`src/rtl/noc_params.sv`:
```
// Shared NoC types and sizing constants for the input-port VC buffer.
package noc_params;
  localparam int VC_NUM      = 2;
  localparam int VC_SIZE     = $clog2(VC_NUM);
  localparam int BUFFER_SIZE = 8;
  localparam int CNT_W       = $clog2(BUFFER_SIZE) + 1;
  localparam int DATA_W      = 16;

  typedef enum logic [1:0] {HEAD, BODY, TAIL, HEADTAIL} flit_type_t;

  typedef logic [2:0] port_t;
  localparam port_t LOCAL = 3'd0;
  localparam port_t NORTH = 3'd1;
  localparam port_t EAST  = 3'd2;
  localparam port_t SOUTH = 3'd3;
  localparam port_t WEST  = 3'd4;

  typedef struct packed {
    flit_type_t          flit_type;
    logic [VC_SIZE-1:0]  vc_id;
    port_t               out_port;
    logic [DATA_W-1:0]   payload;
  } flit_t;

  typedef enum logic [1:0] {IDLE, VA, ACTIVE} vc_state_t;

  function automatic logic starts_packet(input flit_type_t t);
    return (t == HEAD) || (t == HEADTAIL);
  endfunction

  function automatic logic ends_packet(input flit_type_t t);
    return (t == TAIL) || (t == HEADTAIL);
  endfunction
endpackage

```
`src/rtl/circular_buffer.sv`:
```
// Single-VC flit FIFO: circular storage with a combinational head view so a
// flit written at one edge is visible at the head in the following cycle.
module circular_buffer
  import noc_params::*;
#(
  parameter int DEPTH = BUFFER_SIZE
) (
  input  logic                   clk,
  input  logic                   rst,
  input  logic                   push,
  input  logic                   pop,
  input  flit_t                  data_in,
  output flit_t                  head,
  output logic [$clog2(DEPTH):0] count,
  output logic                   full,
  output logic                   empty
);
  localparam int AW = $clog2(DEPTH);
  localparam int CW = AW + 1;

  flit_t         mem [DEPTH];
  logic [AW-1:0] wr_ptr_reg;
  logic [AW-1:0] rd_ptr_reg;
  logic [CW-1:0] count_reg;
  logic          pop_ok;
  logic          push_ok;

  assign empty   = (count_reg == '0);
  assign full    = (count_reg == CW'(DEPTH));
  assign pop_ok  = pop && !empty;
  // A pop in the same edge frees a slot, so a push to a full FIFO still lands.
  assign push_ok = push && (!full || pop_ok);
  assign head    = mem[rd_ptr_reg];
  assign count   = count_reg;

  always_ff @(posedge clk) begin
    if (push_ok) begin
      mem[wr_ptr_reg] <= data_in;
    end
  end

  always_ff @(posedge clk) begin
    if (rst) begin
      wr_ptr_reg <= '0;
      rd_ptr_reg <= '0;
      count_reg  <= '0;
    end else begin
      if (push_ok) wr_ptr_reg <= wr_ptr_reg + 1'b1;
      if (pop_ok)  rd_ptr_reg <= rd_ptr_reg + 1'b1;
      count_reg <= count_reg + CW'(push_ok) - CW'(pop_ok);
    end
  end
endmodule

```
`src/rtl/input_port_vc_buffer.sv`:
```
// Input port of a NoC router: per-VC flit FIFOs, per-VC packet FSM feeding the
// VC and switch allocators, registered crossbar output and on/off flow control.
module input_port_vc_buffer
  import noc_params::*;
#(
  parameter int OFF_THRESHOLD = 2
) (
  input  logic                              clk,
  input  logic                              rst,
  input  logic                              flit_valid_i,
  input  flit_t                             flit_i,
  output logic [VC_NUM-1:0]                 on_off_o,
  output logic [VC_NUM-1:0]                 va_request_o,
  output port_t [VC_NUM-1:0]                va_out_port_o,
  input  logic [VC_NUM-1:0]                 va_grant_i,
  input  logic [VC_NUM-1:0][VC_SIZE-1:0]    va_downstream_vc_i,
  output port_t [VC_NUM-1:0]                out_port_o,
  output logic [VC_NUM-1:0][VC_SIZE-1:0]    downstream_vc_o,
  output logic [VC_NUM-1:0]                 switch_request_o,
  input  logic                              valid_sel_i,
  input  logic [VC_SIZE-1:0]                vc_sel_i,
  output flit_t                             flit_o,
  output logic                              overflow_o
);
  vc_state_t          state_reg     [VC_NUM];
  vc_state_t          state_next    [VC_NUM];
  port_t              out_port_reg  [VC_NUM];
  logic [VC_SIZE-1:0] dvc_reg       [VC_NUM];
  flit_t              head          [VC_NUM];
  logic [CNT_W-1:0]   count         [VC_NUM];
  logic [CNT_W-1:0]   cnt_next      [VC_NUM];
  logic [VC_NUM-1:0]  push;
  logic [VC_NUM-1:0]  push_ok;
  logic [VC_NUM-1:0]  pop;
  logic [VC_NUM-1:0]  sel_pop;
  logic [VC_NUM-1:0]  drop;
  logic [VC_NUM-1:0]  full;
  logic [VC_NUM-1:0]  empty;
  logic [VC_NUM-1:0]  head_start;
  logic [VC_NUM-1:0]  head_end;

  for (genvar gi = 0; gi < VC_NUM; gi++) begin : g_vc
    assign push[gi] = flit_valid_i && (flit_i.vc_id == VC_SIZE'(gi));

    circular_buffer #(.DEPTH(BUFFER_SIZE)) u_buf (
      .clk     (clk),
      .rst     (rst),
      .push    (push[gi]),
      .pop     (pop[gi]),
      .data_in (flit_i),
      .head    (head[gi]),
      .count   (count[gi]),
      .full    (full[gi]),
      .empty   (empty[gi])
    );

    assign head_start[gi] = starts_packet(head[gi].flit_type);
    assign head_end[gi]   = ends_packet(head[gi].flit_type);
    assign sel_pop[gi]    = valid_sel_i && (vc_sel_i == VC_SIZE'(gi)) &&
                            (state_reg[gi] == ACTIVE) && !empty[gi];
    // Orphan body/tail flits reaching the head outside a packet are discarded.
    assign pop[gi]        = sel_pop[gi] ||
                            ((state_reg[gi] == IDLE) && !empty[gi] && !head_start[gi]);
    assign push_ok[gi]    = push[gi] && (!full[gi] || pop[gi]);
    assign drop[gi]       = push[gi] && !push_ok[gi];
    assign cnt_next[gi]   = count[gi] + CNT_W'(push_ok[gi]) - CNT_W'(pop[gi]);

    assign va_request_o[gi]     = (state_reg[gi] == VA);
    assign va_out_port_o[gi]    = out_port_reg[gi];
    assign out_port_o[gi]       = out_port_reg[gi];
    assign downstream_vc_o[gi]  = dvc_reg[gi];
    assign switch_request_o[gi] = (state_reg[gi] == ACTIVE) && !empty[gi];
  end

  always_comb begin
    for (int v = 0; v < VC_NUM; v++) begin
      state_next[v] = state_reg[v];
      unique case (state_reg[v])
        IDLE:    if (!empty[v] && head_start[v]) state_next[v] = VA;
        VA:      if (va_grant_i[v]) state_next[v] = ACTIVE;
        ACTIVE:  if (sel_pop[v] && head_end[v]) state_next[v] = IDLE;
        default: state_next[v] = IDLE;
      endcase
    end
  end

  always_ff @(posedge clk) begin
    if (rst) begin
      for (int v = 0; v < VC_NUM; v++) begin
        state_reg[v]    <= IDLE;
        out_port_reg[v] <= '0;
        dvc_reg[v]      <= '0;
        on_off_o[v]     <= 1'b1;
      end
      flit_o     <= '0;
      overflow_o <= 1'b0;
    end else begin
      for (int v = 0; v < VC_NUM; v++) begin
        state_reg[v] <= state_next[v];
        if ((state_reg[v] == IDLE) && !empty[v] && head_start[v]) begin
          out_port_reg[v] <= head[v].out_port;
        end
        if ((state_reg[v] == VA) && va_grant_i[v]) begin
          dvc_reg[v] <= va_downstream_vc_i[v];
        end
        // Registered so upstream sees the occupancy this edge leaves behind.
        on_off_o[v] <= (BUFFER_SIZE - int'(cnt_next[v])) > OFF_THRESHOLD;
      end
      if (|sel_pop) begin
        flit_o       <= head[vc_sel_i];
        flit_o.vc_id <= dvc_reg[vc_sel_i];
      end
      if (|drop) begin
        overflow_o <= 1'b1;
      end
    end
  end
endmodule
```
`config.mk`:
```
export PLATFORM = sky130hd
export DESIGN_NAME = input_port_vc_buffer
export DESIGN_NICKNAME = d
export VERILOG_FILES = /design/src/rtl/noc_params.sv /design/src/rtl/circular_buffer.sv /design/src/rtl/input_port_vc_buffer.sv
export SDC_FILE = /design/constraint.sdc
export NUM_CORES = 1
export LEC_CHECK = 0
export CAP_MARGIN = 30
export CORE_MARGIN = 1
export CORE_UTILIZATION = 35
export CTS_CLUSTER_SIZE = 28
export DETAILED_ROUTE_END_ITERATION = 16
export DONT_BUFFER_PORTS = 1
export REMOVE_ABC_BUFFERS = 1
export SETUP_SLACK_MARGIN = 0.3
export SLEW_MARGIN = 20
export SYNTH_ARGS = -nofsm -noshare
export SYNTH_HDL_FRONTEND = slang
export SYNTH_SLANG_ARGS = --single-unit
```
`constraint.sdc`:
```
create_clock -name clk -period 6.15 [get_ports clk]
set_clock_uncertainty 0.05 [all_clocks]
set_input_delay 1.5375 -clock clk [delete_from_list [all_inputs] [get_ports clk]]
set_output_delay 1.5375 -clock clk [all_outputs]
set_load 0.01 [all_outputs]
```
==> results.py, run 1 <==
metrics = {
    "timing": {
        "relSlewSlack_pct": 35.64,
        "setup_viol": 0,
        "fin_ws_ns": 1.675,
        "slew_violations": 0,
        "hold_violations": 0,
        "max_freq_ghz": 0.2235,
        "fin_crit_sh_pct": 72.76,
        "rsz0062_at_grt": "false",
        "worstMarginPinSlew_ns": 0.9630,
        "min_period_ns": 4.475,
    },
    "clock_tree": {
        "clock-sinks": 399,
        "clock_path_buffers": 3,
        "cts_inserted_buffers": 40,
        "post_cts_buffers": 0,
        "clk_latency_ns": 0.53,
        "clockRootBuffer": "clkbuf_16",
        "path_clk_slew_ns": 0.07,
        "htreeDepth": 2,
        "ctsHoldBuffers": 0,
        "cts_tree": "yes",
        "cts_resized": 0,
    },
    "min_path": {
        "worstHoldStart": "g_vc[0].u_buf.rd_ptr_reg[2]$_SDFFE_PP0P_",
        "min-delay-path-class": "flip-flop to flip-flop",
        "hold_depth": 2,
    },
    "power_and_ir_drop": {
        "power_mw": 6.962,
        "p_leak_nw": 5.694,
        "p_per_area_mw_per_mm2": 388.6,
        "ir_drop_mv": 0.2217,
    },
    "final_layout": {
        "diodes": 0,
        "fillers": 3985,
        "final_layout_size_suffix_gt1_share_pct": 24.14,
        "final_nets": 934,
        "area_delta_synth_final_pct": 12.35,
        "largest_reg_flops": 336,
    },
    "synthesis": {
        "synth_area_mm2": 0.01594,
        "synth_compound_area_share_pct": 3.131,
        "avgSynthCellArea_um2": 18.71,
        "ys_ff_latch": 399,
        "synth.distinct_cells": 60,
        "synth_fa_ha_area_share_pct": 2.856,
        "ys_warn_count": 0,
        "ys_seq_area_share_pct": 71.69,
        "synth_top_flop_cell": "edfxtp_1",
        "synth_edf_count": 344,
        "synthSimpleGateAreaFrac_pct": 5.791,
        "syn_inst": 852,
        "synth_xor_xnor_area_share_pct": 0.8240,
        "synth_top_family_by_area": "multiplexers",
        "synthMuxAreaShare_pct": 12.81,
        "async_reset_ff_share_pct": 0,
    },
    "global_route": {
        "grt_max_degree": 59,
        "grt_first_pass_wirelength_mm": 51.27,
        "antenna_found_initial": 0,
        "grtUsageTotal_pct": 14.80,
        "gr-total-overflow": 0,
        "grt_pass1_vias": 8127,
    },
    "critical_path": {
        "slowest_delay_ns": 0.52,
        "cp_cell_sequence": "mux4_2, mux2i_1, inv_1, ha_1, nor2b_1, o41ai_2, nand3_2, inv_1, ha_1, inv_1, fa_1, inv_1, ha_1, nor2_1, or3_1, a31oi_1, o21ai_0",
        "criticalPathCategory": "flip-flop to flip-flop",
        "cp.required_ns": 6.52,
        "ff2ff_path_depth": 17,
        "reg2reg_slack_ns": 1.67,
        "start_kind": "flip-flop",
        "crit_fanout": 6,
        "crit_top_cell": "inv_1",
        "regToRegEndpoint": "on_off_o[1]$_SDFF_PP1_",
        "crit_buf_inv": 4,
        "crit_slowest_cell": "fa_1",
        "cp-end-kind": "flip-flop",
        "critPathArrivalTime_ns": 4.84,
        "cp_num_cells": 17,
        "cp_top_family": "adder cells",
    },
    "route": {
        "vias_per_cell": 5.180,
        "finalWirelength_mm": 33.81,
        "ant_nets": 0,
        "drtPass1Iterations": 5,
        "num_vias": 7723,
        "drc_errors": 0,
        "drtIter0Drc": 624,
        "wire_per_inst_um": 22.68,
    },
    "placed_design": {
        "place.gp.congestion": 0.7278,
        "place_ws_ns": 1.636,
        "dp_hpwl_mm": 18.97,
        "io_buffers": 0,
    },
    "die": {
        "fp.dieArea_mm2": 0.04641,
        "ios": 74,
        "start_util_pct": 35.74,
        "dieWidth_um": 215.4,
        "dieHeight_um": 215.4,
        "core_mm2": 0.04461,
        "rows": 77,
    },
    "run": {
        "cap_violations": 0,
    },
    "run_status": {
        "status": "complete, no violations",
    },
}
-- power breakdown --
part | total [mW] | leakage (nW) | switching [mW] | internal [mW]
combinational | 1.32 | 1.49 | 0.694 | 0.623
sequential | 3.24 | 3.57 | 0.149 | 3.10
clock | 2.40 | 0.639 | 1.00 | 1.40
total | 6.96 | 5.69 | 1.84 | 5.12
-- area by class of cell --
| class | count | area (um2) | share of cell area (%) |
|---|---|---|---|
| Multi-Input combinational cell | 374 | 4135 | 23.08 |
| Tap cell | 592 | 740.7 | 4.135 |
| Inverter | 31 | 118.9 | 0.6635 |
| Clock buffer | 53 | 1110 | 6.195 |
| Sequential cell | 399 | 11440 | 63.84 |
| Timing Repair Buffer | 23 | 183.9 | 1.027 |
| Clock inverter | 19 | 188.9 | 1.055 |
-- synth_stat cells (13+ instances only) --
library cell	n	area (um2)
edfxtp_1	344	10330
mux4_2	82	1847
dfxtp_1	55	1101
nor2_1	55	206.5
ha_1	30	375.4
o22ai_1	30	187.7
inv_1	29	108.9
nand2_1	16	60.06
mux2i_1	15	150.1
nor4_1	15	93.84
buf_4	14	105.1
buf_6	13	146.4
-- placed cells by master, fill, tap and decap left out, types with 3 or more instances in the layout --
cell       synthesis  routed
clkbuf_1           9       7
nor4b_2            0       3
a21o_1             5       5
mux2i_1           15      15
a21oi_1           10      10
ha_1              30      30
buf_4             14      21
nor2b_1           10      10
nand2_1           16      16
nor3_2             0       5
nor3b_4            2       4
clkinv_2           2      12
nor4_1            15      13
o22ai_1           30      30
dfxtp_1           55      51
fa_1               4       4
o21ai_0            5       5
mux2_2             4       4
dfxtp_2            0       4
nand2b_1           8       8
nor2_1            55      53
nand3b_1           3       3
nor4_2             5       7
edfxtp_1         344     344
clkbuf_8           0       6
xor2_1             7       7
clkbuf_16          0      40
nor2_2             1       3
mux4_2            82      82
inv_1             29      29
nor3_1             8       3
bufinv_16          0       3
xnor2_1            8       8
-- worst reg2reg max path: stages (launching register included) --
cell	delay [ns]
dfxtp_2	0.42
mux4_2	0.51
mux2i_1	0.27
inv_1	0.11
ha_1	0.31
nor2b_1	0.18
o41ai_2	0.44
nand3_2	0.25
inv_1	0.11
ha_1	0.17
inv_1	0.06
fa_1	0.52
inv_1	0.05
ha_1	0.27
nor2_1	0.05
or3_1	0.33
a31oi_1	0.16
o21ai_0	0.10
-- how the worst max path moves through the flow --
stage	slack, ns	endpoint
floorplan	-0.47	g_vc[1].u_buf.mem[2][0]$_DFFE_PP_
global placement	1.71	on_off_o[1]$_SDFF_PP1_
detailed placement	1.64	on_off_o[1]$_SDFF_PP1_
CTS	1.61	on_off_o[1]$_SDFF_PP1_
global route	1.30	on_off_o[1]$_SDFF_PP1_
finish	1.67	on_off_o[1]$_SDFF_PP1_
-- kinds of logic after synthesis --
kind of cell | count (synthesis)
compound gates | 72
xor+xnor | 15
fa+ha+maj | 34
buf+inv | 79
flops | 399
mux | 101
simple gates | 152
-- metrics by stage --
stage	TNS [ns]	cells	hold slack (ns)	cell area, um2	utilization, %
6_report	0	1491	0.4758	17910	40.16
5_1_grt	0	1491	0.5019	17910	40.16
4_1_cts	0	1490	0.4793	17900	40.13
3_5_place_dp	0	1418	0.4531	16600	37.22
3_3_place_gp	0	1417	0.4531	16590	37.19
2_1_floorplan	-36.02	804	0.4216	15600	-
-- metal layers --
metal / track usage (%) / routed length [um]
met3: 3.199 / 2121
met4: 3.641 / 571
met1: 20.14 / 14930
met2: 24.18 / 16190
met5: 0 / 0
No activity file was read; power rests on OpenSTA's default activity.
==> run 2, diff against run 1 <==
==> constraint.sdc (replaced) <==
create_clock -name clk -period 4.6 [get_ports clk]
set_clock_uncertainty 0.05 [all_clocks]
set_input_delay 1.15 -clock clk [delete_from_list [all_inputs] [get_ports clk]]
set_output_delay 1.15 -clock clk [all_outputs]
set_load 0.01 [all_outputs]
==> results.py, run 2 (same netlist as run 1, synthesis figures left out) <==
metrics = {
    "placed_design": {
        "place_ws_ns": 0.1177,
        "postPlaceCellArea_mm2": 0.01669,
        "place.gp.congestion": 0.7772,
        "io_buffers": 0,
        "dp_hpwl_mm": 19.66,
    },
    "clock_tree": {
        "clock_path_buffers": 3,
        "cts_tree": "yes",
        "clockRootBuffer": "clkbuf_16",
        "clock-sinks": 399,
        "clk_latency_ns": 0.54,
        "cts_inserted_buffers": 42,
        "path_clk_slew_ns": 0.06,
        "htreeDepth": 2,
        "ctsHoldBuffers": 0,
    },
    "critical_path": {
        "cp.required_ns": 4.98,
        "start_kind": "flip-flop",
        "reg2reg_slack_ns": 0.43,
        "crit_fanout": 6,
        "ff2ff_path_depth": 17,
        "cp-end-kind": "flip-flop",
        "criticalPathCategory": "flip-flop to flip-flop",
        "regToRegEndpoint": "on_off_o[0]$_SDFF_PP1_",
        "critPathArrivalTime_ns": 4.55,
    },
    "route": {
        "vias_per_cell": 5.129,
        "num_vias": 7765,
        "drtIter0Drc": 521,
        "drc_errors": 0,
        "wire_per_inst_um": 22.14,
        "drtPass1Iterations": 4,
        "finalWirelength_mm": 33.51,
        "ant_nets": 0,
    },
    "final_layout": {
        "diodes": 0,
        "design_area_mm2": 0.01813,
        "final_layout_size_suffix_gt1_share_pct": 25.60,
        "mostFrequentLayoutCell": "edfxtp_1",
        "area_delta_synth_final_pct": 13.69,
        "final_nets": 954,
        "largest_reg_flops": 336,
        "final_cell_mix": "344 x edfxtp_1, 82 x mux4_2, 53 x nor2_1, 51 x dfxtp_1, 44 x clkbuf_16",
        "fin_util_pct": 40.64,
    },
    "global_route": {
        "gr-total-overflow": 0,
        "grt_max_degree": 59,
        "grtUsageTotal_pct": 14.77,
        "grt_first_pass_wirelength_mm": 51.11,
        "grt_pass1_vias": 8132,
        "antenna_found_initial": 0,
    },
    "timing": {
        "max_freq_ghz": 0.2399,
        "worstMarginPinSlew_ns": 0.9247,
        "rsz0062_at_grt": "false",
        "fin_ws_ns": 0.4317,
        "min_period_ns": 4.168,
        "relSlewSlack_pct": 38.35,
        "slew_violations": 0,
        "fin_crit_sh_pct": 90.62,
        "setup_viol": 0,
        "hold_violations": 0,
    },
    "min_path": {
        "min-delay-path-class": "flip-flop to flip-flop",
        "worstHoldStart": "g_vc[0].u_buf.rd_ptr_reg[2]$_SDFFE_PP0P_",
        "hold_depth": 2,
    },
    "power_and_ir_drop": {
        "ir_drop_mv": 0.2911,
        "p_switching_mw": 2.505,
        "p_comb_share_pct": 20.1,
        "swShare_pct": 26.58,
        "p_leak_nw": 5.793,
        "seqPwrFrac_pct": 46.0,
        "power_mw": 9.423,
        "p_int_mw": 6.918,
        "p_clk_share_pct": 34.0,
        "p_per_area_mw_per_mm2": 519.8,
    },
    "die": {
        "core_mm2": 0.04461,
        "dieWidth_um": 215.4,
        "ios": 74,
        "dieHeight_um": 215.4,
        "start_util_pct": 35.74,
        "rows": 77,
        "fp.dieArea_mm2": 0.04641,
    },
    "run": {
        "cap_violations": 0,
    },
    "run_status": {
        "status": "complete, no violations",
    },
}
[run 2: cell types whose count changed in the layout (fill, tap and decap cells not counted), sizes merged]
cell,change
buf,+18
clkbuf,+9
bufinv,-2
clkinvlp,-2
clkinv,-1
inv,+1
[run 2: worst max-delay path by stage]
| stage | start | end | slack (ns) | cells past startpoint |
|---|---|---|---|---|
| 2_1_floorplan | flip-flop | g_vc[1].u_buf.mem[2][0]$_DFFE_PP_ | -2.02 | 8 |
| 3_3_place_gp | flip-flop | on_off_o[1]$_SDFF_PP1_ | 0.22 | 17 |
| 3_5_place_dp | flip-flop | on_off_o[1]$_SDFF_PP1_ | 0.12 | 17 |
| 4_1_cts | flip-flop | on_off_o[1]$_SDFF_PP1_ | 0.26 | 17 |
| 5_1_grt | flip-flop | on_off_o[0]$_SDFF_PP1_ | 0.25 | 17 |
| 6_report | flip-flop | on_off_o[0]$_SDFF_PP1_ | 0.43 | 17 |
[run 2: through the flow]
step	hold WS (ns)	cells	TNS, ns
after global placement	0.4605	1428	0
after floorplan	0.4216	804	-458.19
after detailed placement	0.4562	1429	0
final	0.4755	1514	0
after CTS	0.4813	1509	0
after global routing	0.4989	1514	0
[run 2: layout make-up]
| cell class | count | area [um2] |
|---|---|---|
| flip-flops and latches | 399 | 11440 |
| clock buffers | 62 | 1189 |
| inverters | 31 | 118.9 |
| fillers | 3937 | 26480 |
| repair buffers | 41 | 315.3 |
| well taps | 592 | 740.7 |
| multi-input cells | 374 | 4199 |
| clock inverters | 15 | 123.9 |
[run 2: repair_timing]
item | in CTS | in global routing
gates cloned | 0 | 0
pin swaps | 2 | 11
setup buffers | 3 | 5
gates resized for setup | 1 | 16
setup endpoints to repair | 2 | 2
[run 2: per-layer routing]
metal	GRT usage, %	vias to the layer above	wire length (um)
met5	0	-	0
met4	3.759	0	588
met1	20.03	4046	14580
met3	3.594	47	2348
li1	-	3455	-
met2	23.85	217	15990
[run 2: worst max-delay path, cell delays in order (launching register included)]
cell	delay, ns
dfxtp_4	0.40
mux4_2	0.52
mux2_4	0.28
inv_1	0.06
ha_1	0.23
or2_4	0.25
a211oi_2	0.24
ha_1	0.27
inv_1	0.06
ha_2	0.18
inv_2	0.04
fa_1	0.54
inv_2	0.06
ha_4	0.25
nor2_1	0.05
or3_1	0.34
a31oi_1	0.16
o21ai_1	0.07
[run 2: power groups by stage]
stage	Clock, mW	Sequential (mW)	Combinational [mW]
floorplan	0	4.44	1.34
global placement	0	4.40	1.75
detailed placement	0	4.41	1.78
CTS	3.28	4.33	1.80
global route	3.42	4.36	2.14
finish	3.20	4.33	1.89
==> run 3, diff against run 2 <==
--- a/config.mk
+++ b/config.mk
@@ -8,6 +8,7 @@
 export CAP_MARGIN = 30
 export CORE_MARGIN = 1
 export CORE_UTILIZATION = 35
+export CTS_CLUSTER_DIAMETER = 100
 export CTS_CLUSTER_SIZE = 28
 export DETAILED_ROUTE_END_ITERATION = 16
 export DONT_BUFFER_PORTS = 1
==> results.py, run 3 (same netlist as run 1, synthesis figures left out) <==
metrics = {
    "die": {
        "dieHeight_um": 215.4,
        "fp.dieArea_mm2": 0.04641,
        "start_util_pct": 35.74,
        "rows": 77,
        "dieWidth_um": 215.4,
        "ios": 74,
        "core_mm2": 0.04461,
    },
    "route": {
        "top_layer_used": "met4",
        "drc_errors": 0,
        "met1_length_mm": 15.13,
        "vias_per_cell": 5.233,
        "ant_nets": 0,
        "finalWirelength_mm": 33.15,
        "num_vias": 7677,
        "wire_per_inst_um": 22.60,
        "drtIter0Drc": 712,
        "dr_wl_met2_mm": 15.88,
        "drtPass1Iterations": 5,
        "route.met3.wl_mm": 1.736,
    },
    "timing": {
        "holdWs_ns": 0.4862,
        "worstMarginPinSlew_ns": 0.9281,
        "setup_tns_ns": 0,
        "fin_crit_sh_pct": 90.05,
        "slew_violations": 0,
        "min_period_ns": 4.142,
        "rsz0062_at_grt": "false",
        "relSlewSlack_pct": 38.12,
        "setup_viol": 0,
        "max_freq_ghz": 0.2414,
        "hold_violations": 0,
    },
    "power_and_ir_drop": {
        "p_per_area_mw_per_mm2": 466.8,
        "ir_drop_mv": 0.2564,
        "p_leak_nw": 5.418,
        "power_mw": 8.105,
    },
    "critical_path": {
        "cp.required_ns": 4.97,
        "endpoint": "on_off_o[0]$_SDFF_PP1_",
        "ff2ff_path_depth": 17,
        "cp_cell_sequence": "mux4_2, mux2_4, inv_1, ha_4, or2_4, a211oi_2, ha_1, inv_1, ha_2, inv_2, fa_1, inv_2, ha_4, nor2_1, or3_1, a31oi_1, o21ai_1",
        "cp_num_cells": 17,
        "crit_slowest_cell": "fa_1",
        "cp-end-kind": "flip-flop",
        "criticalPathCategory": "flip-flop to flip-flop",
        "slowest_delay_ns": 0.54,
        "start_kind": "flip-flop",
        "crit_buf_inv": 4,
        "cp_top_family": "adder cells",
        "crit_fanout": 6,
        "reg2reg_slack_ns": 0.46,
        "regToRegEndpoint": "on_off_o[0]$_SDFF_PP1_",
        "critPathArrivalTime_ns": 4.51,
    },
    "placed_design": {
        "dp_hpwl_mm": 19.66,
        "place.gp.congestion": 0.7772,
        "io_buffers": 0,
    },
    "clock_tree": {
        "clock_path_buffers": 3,
        "cts_inserted_buffers": 18,
        "cts_tree": "yes",
        "htreeDepth": 1,
        "clk_latency_ns": 0.53,
        "path_clk_slew_ns": 0.11,
        "clock-sinks": 399,
        "clockRootBuffer": "clkbuf_16",
        "ctsHoldBuffers": 0,
    },
    "min_path": {
        "min-delay-path-class": "flip-flop to flip-flop",
        "hold_depth": 2,
    },
    "run_status": {
        "status": "complete, no violations",
    },
    "final_layout": {
        "area_delta_synth_final_pct": 8.907,
        "mostFrequentLayoutCell": "edfxtp_1",
        "final_cell_mix": "344 x edfxtp_1, 82 x mux4_2, 53 x nor2_1, 51 x dfxtp_1, 40 x buf_4",
        "diodes": 0,
        "final_layout_size_suffix_gt1_share_pct": 23.31,
        "largest_reg_flops": 336,
        "final_nets": 930,
    },
    "global_route": {
        "antenna_found_initial": 0,
        "grt_pass1_vias": 7840,
        "grt_max_degree": 59,
        "grt_first_pass_wirelength_mm": 50.25,
        "gr-total-overflow": 0,
        "grtUsageTotal_pct": 14.40,
    },
    "run": {
        "cap_violations": 0,
    },
}
## run 3: cell types whose count changed in the layout (fill, tap and decap cells not counted), moves of 2 or more
| cell | before | now |
|---|---|---|
| clkbuf_8 | 2 | 0 |
| clkbuf_16 | 44 | 19 |
| clkinv_1 | 7 | 0 |
| clkbuf_1 | 16 | 9 |
| clkinv_2 | 4 | 2 |
## run 3: repair_timing
| action | in CTS | in global routing |
|---|---|---|
| setup endpoints to repair | 2 | 2 |
| gates cloned | 0 | 0 |
| buffers inserted | 3 | 5 |
| resized for setup | 1 | 17 |
| pin swaps | 2 | 12 |
## run 3: routing by layer
layer / global-route usage, % / vias up
met2: 23.82 / 164
met3: 2.805 / 24
met1: 19.99 / 4115
li1: - / 3374
met4: 2.411 / 0
met5: 0 / -
## run 3: layout make-up
type / instances / area, um2
Timing Repair Buffer: 41 / 315.3
Multi-Input combinational cell: 374 / 4212
Tap cell: 592 / 740.7
Fill cell: 3992 / 27240
Clock buffer: 28 / 509.2
Clock inverter: 2 / 27.53
Inverter: 31 / 118.9
Sequential cell: 399 / 11440
## run 3: worst min-delay path by stage
| stage | start | endpoint |
|---|---|---|
| floorplan | state_reg[0][3]$_SDFFE_PP0P_ | state_reg[0][2]$_SDFFE_PP0P_ |
| global placement | g_vc[0].u_buf.rd_ptr_reg[2]$_SDFFE_PP0P_ | flip-flop |
| detailed placement | g_vc[1].u_buf.rd_ptr_reg[2]$_SDFFE_PP0P_ | flip-flop |
| CTS | g_vc[0].u_buf.rd_ptr_reg[1]$_SDFFE_PP0P_ | flip-flop |
| global route | g_vc[0].u_buf.rd_ptr_reg[2]$_SDFFE_PP0P_ | flip-flop |
| finish | g_vc[0].u_buf.rd_ptr_reg[1]$_SDFFE_PP0P_ | flip-flop |
## run 3: worst min-delay path: stages, from the launching register on
cell and delay (ns):
dfxtp_1 0.33, mux2i_1 0.12, nor2_1 0.07
## run 3: metrics by stage
| stage | utilization, % | setup WS [ns] | area (um2) | cells |
|---|---|---|---|---|
| after floorplan | - | -2.016 | 15600 | 804 |
| after global placement | 37.37 | 0.2197 | 16670 | 1428 |
| after detailed placement | 37.41 | 0.1177 | 16690 | 1429 |
| after CTS | 38.67 | 0.2554 | 17250 | 1462 |
| after global routing | 38.93 | 0.2598 | 17360 | 1467 |
| final | 38.93 | 0.4577 | 17360 | 1467 |
## run 3: where the power goes
group	internal, mW	switching, mW	total, mW
combinational	0.925	0.976	1.90
clock	0.789	1.09	1.88
sequential	4.13	0.191	4.32
total	5.85	2.26	8.11
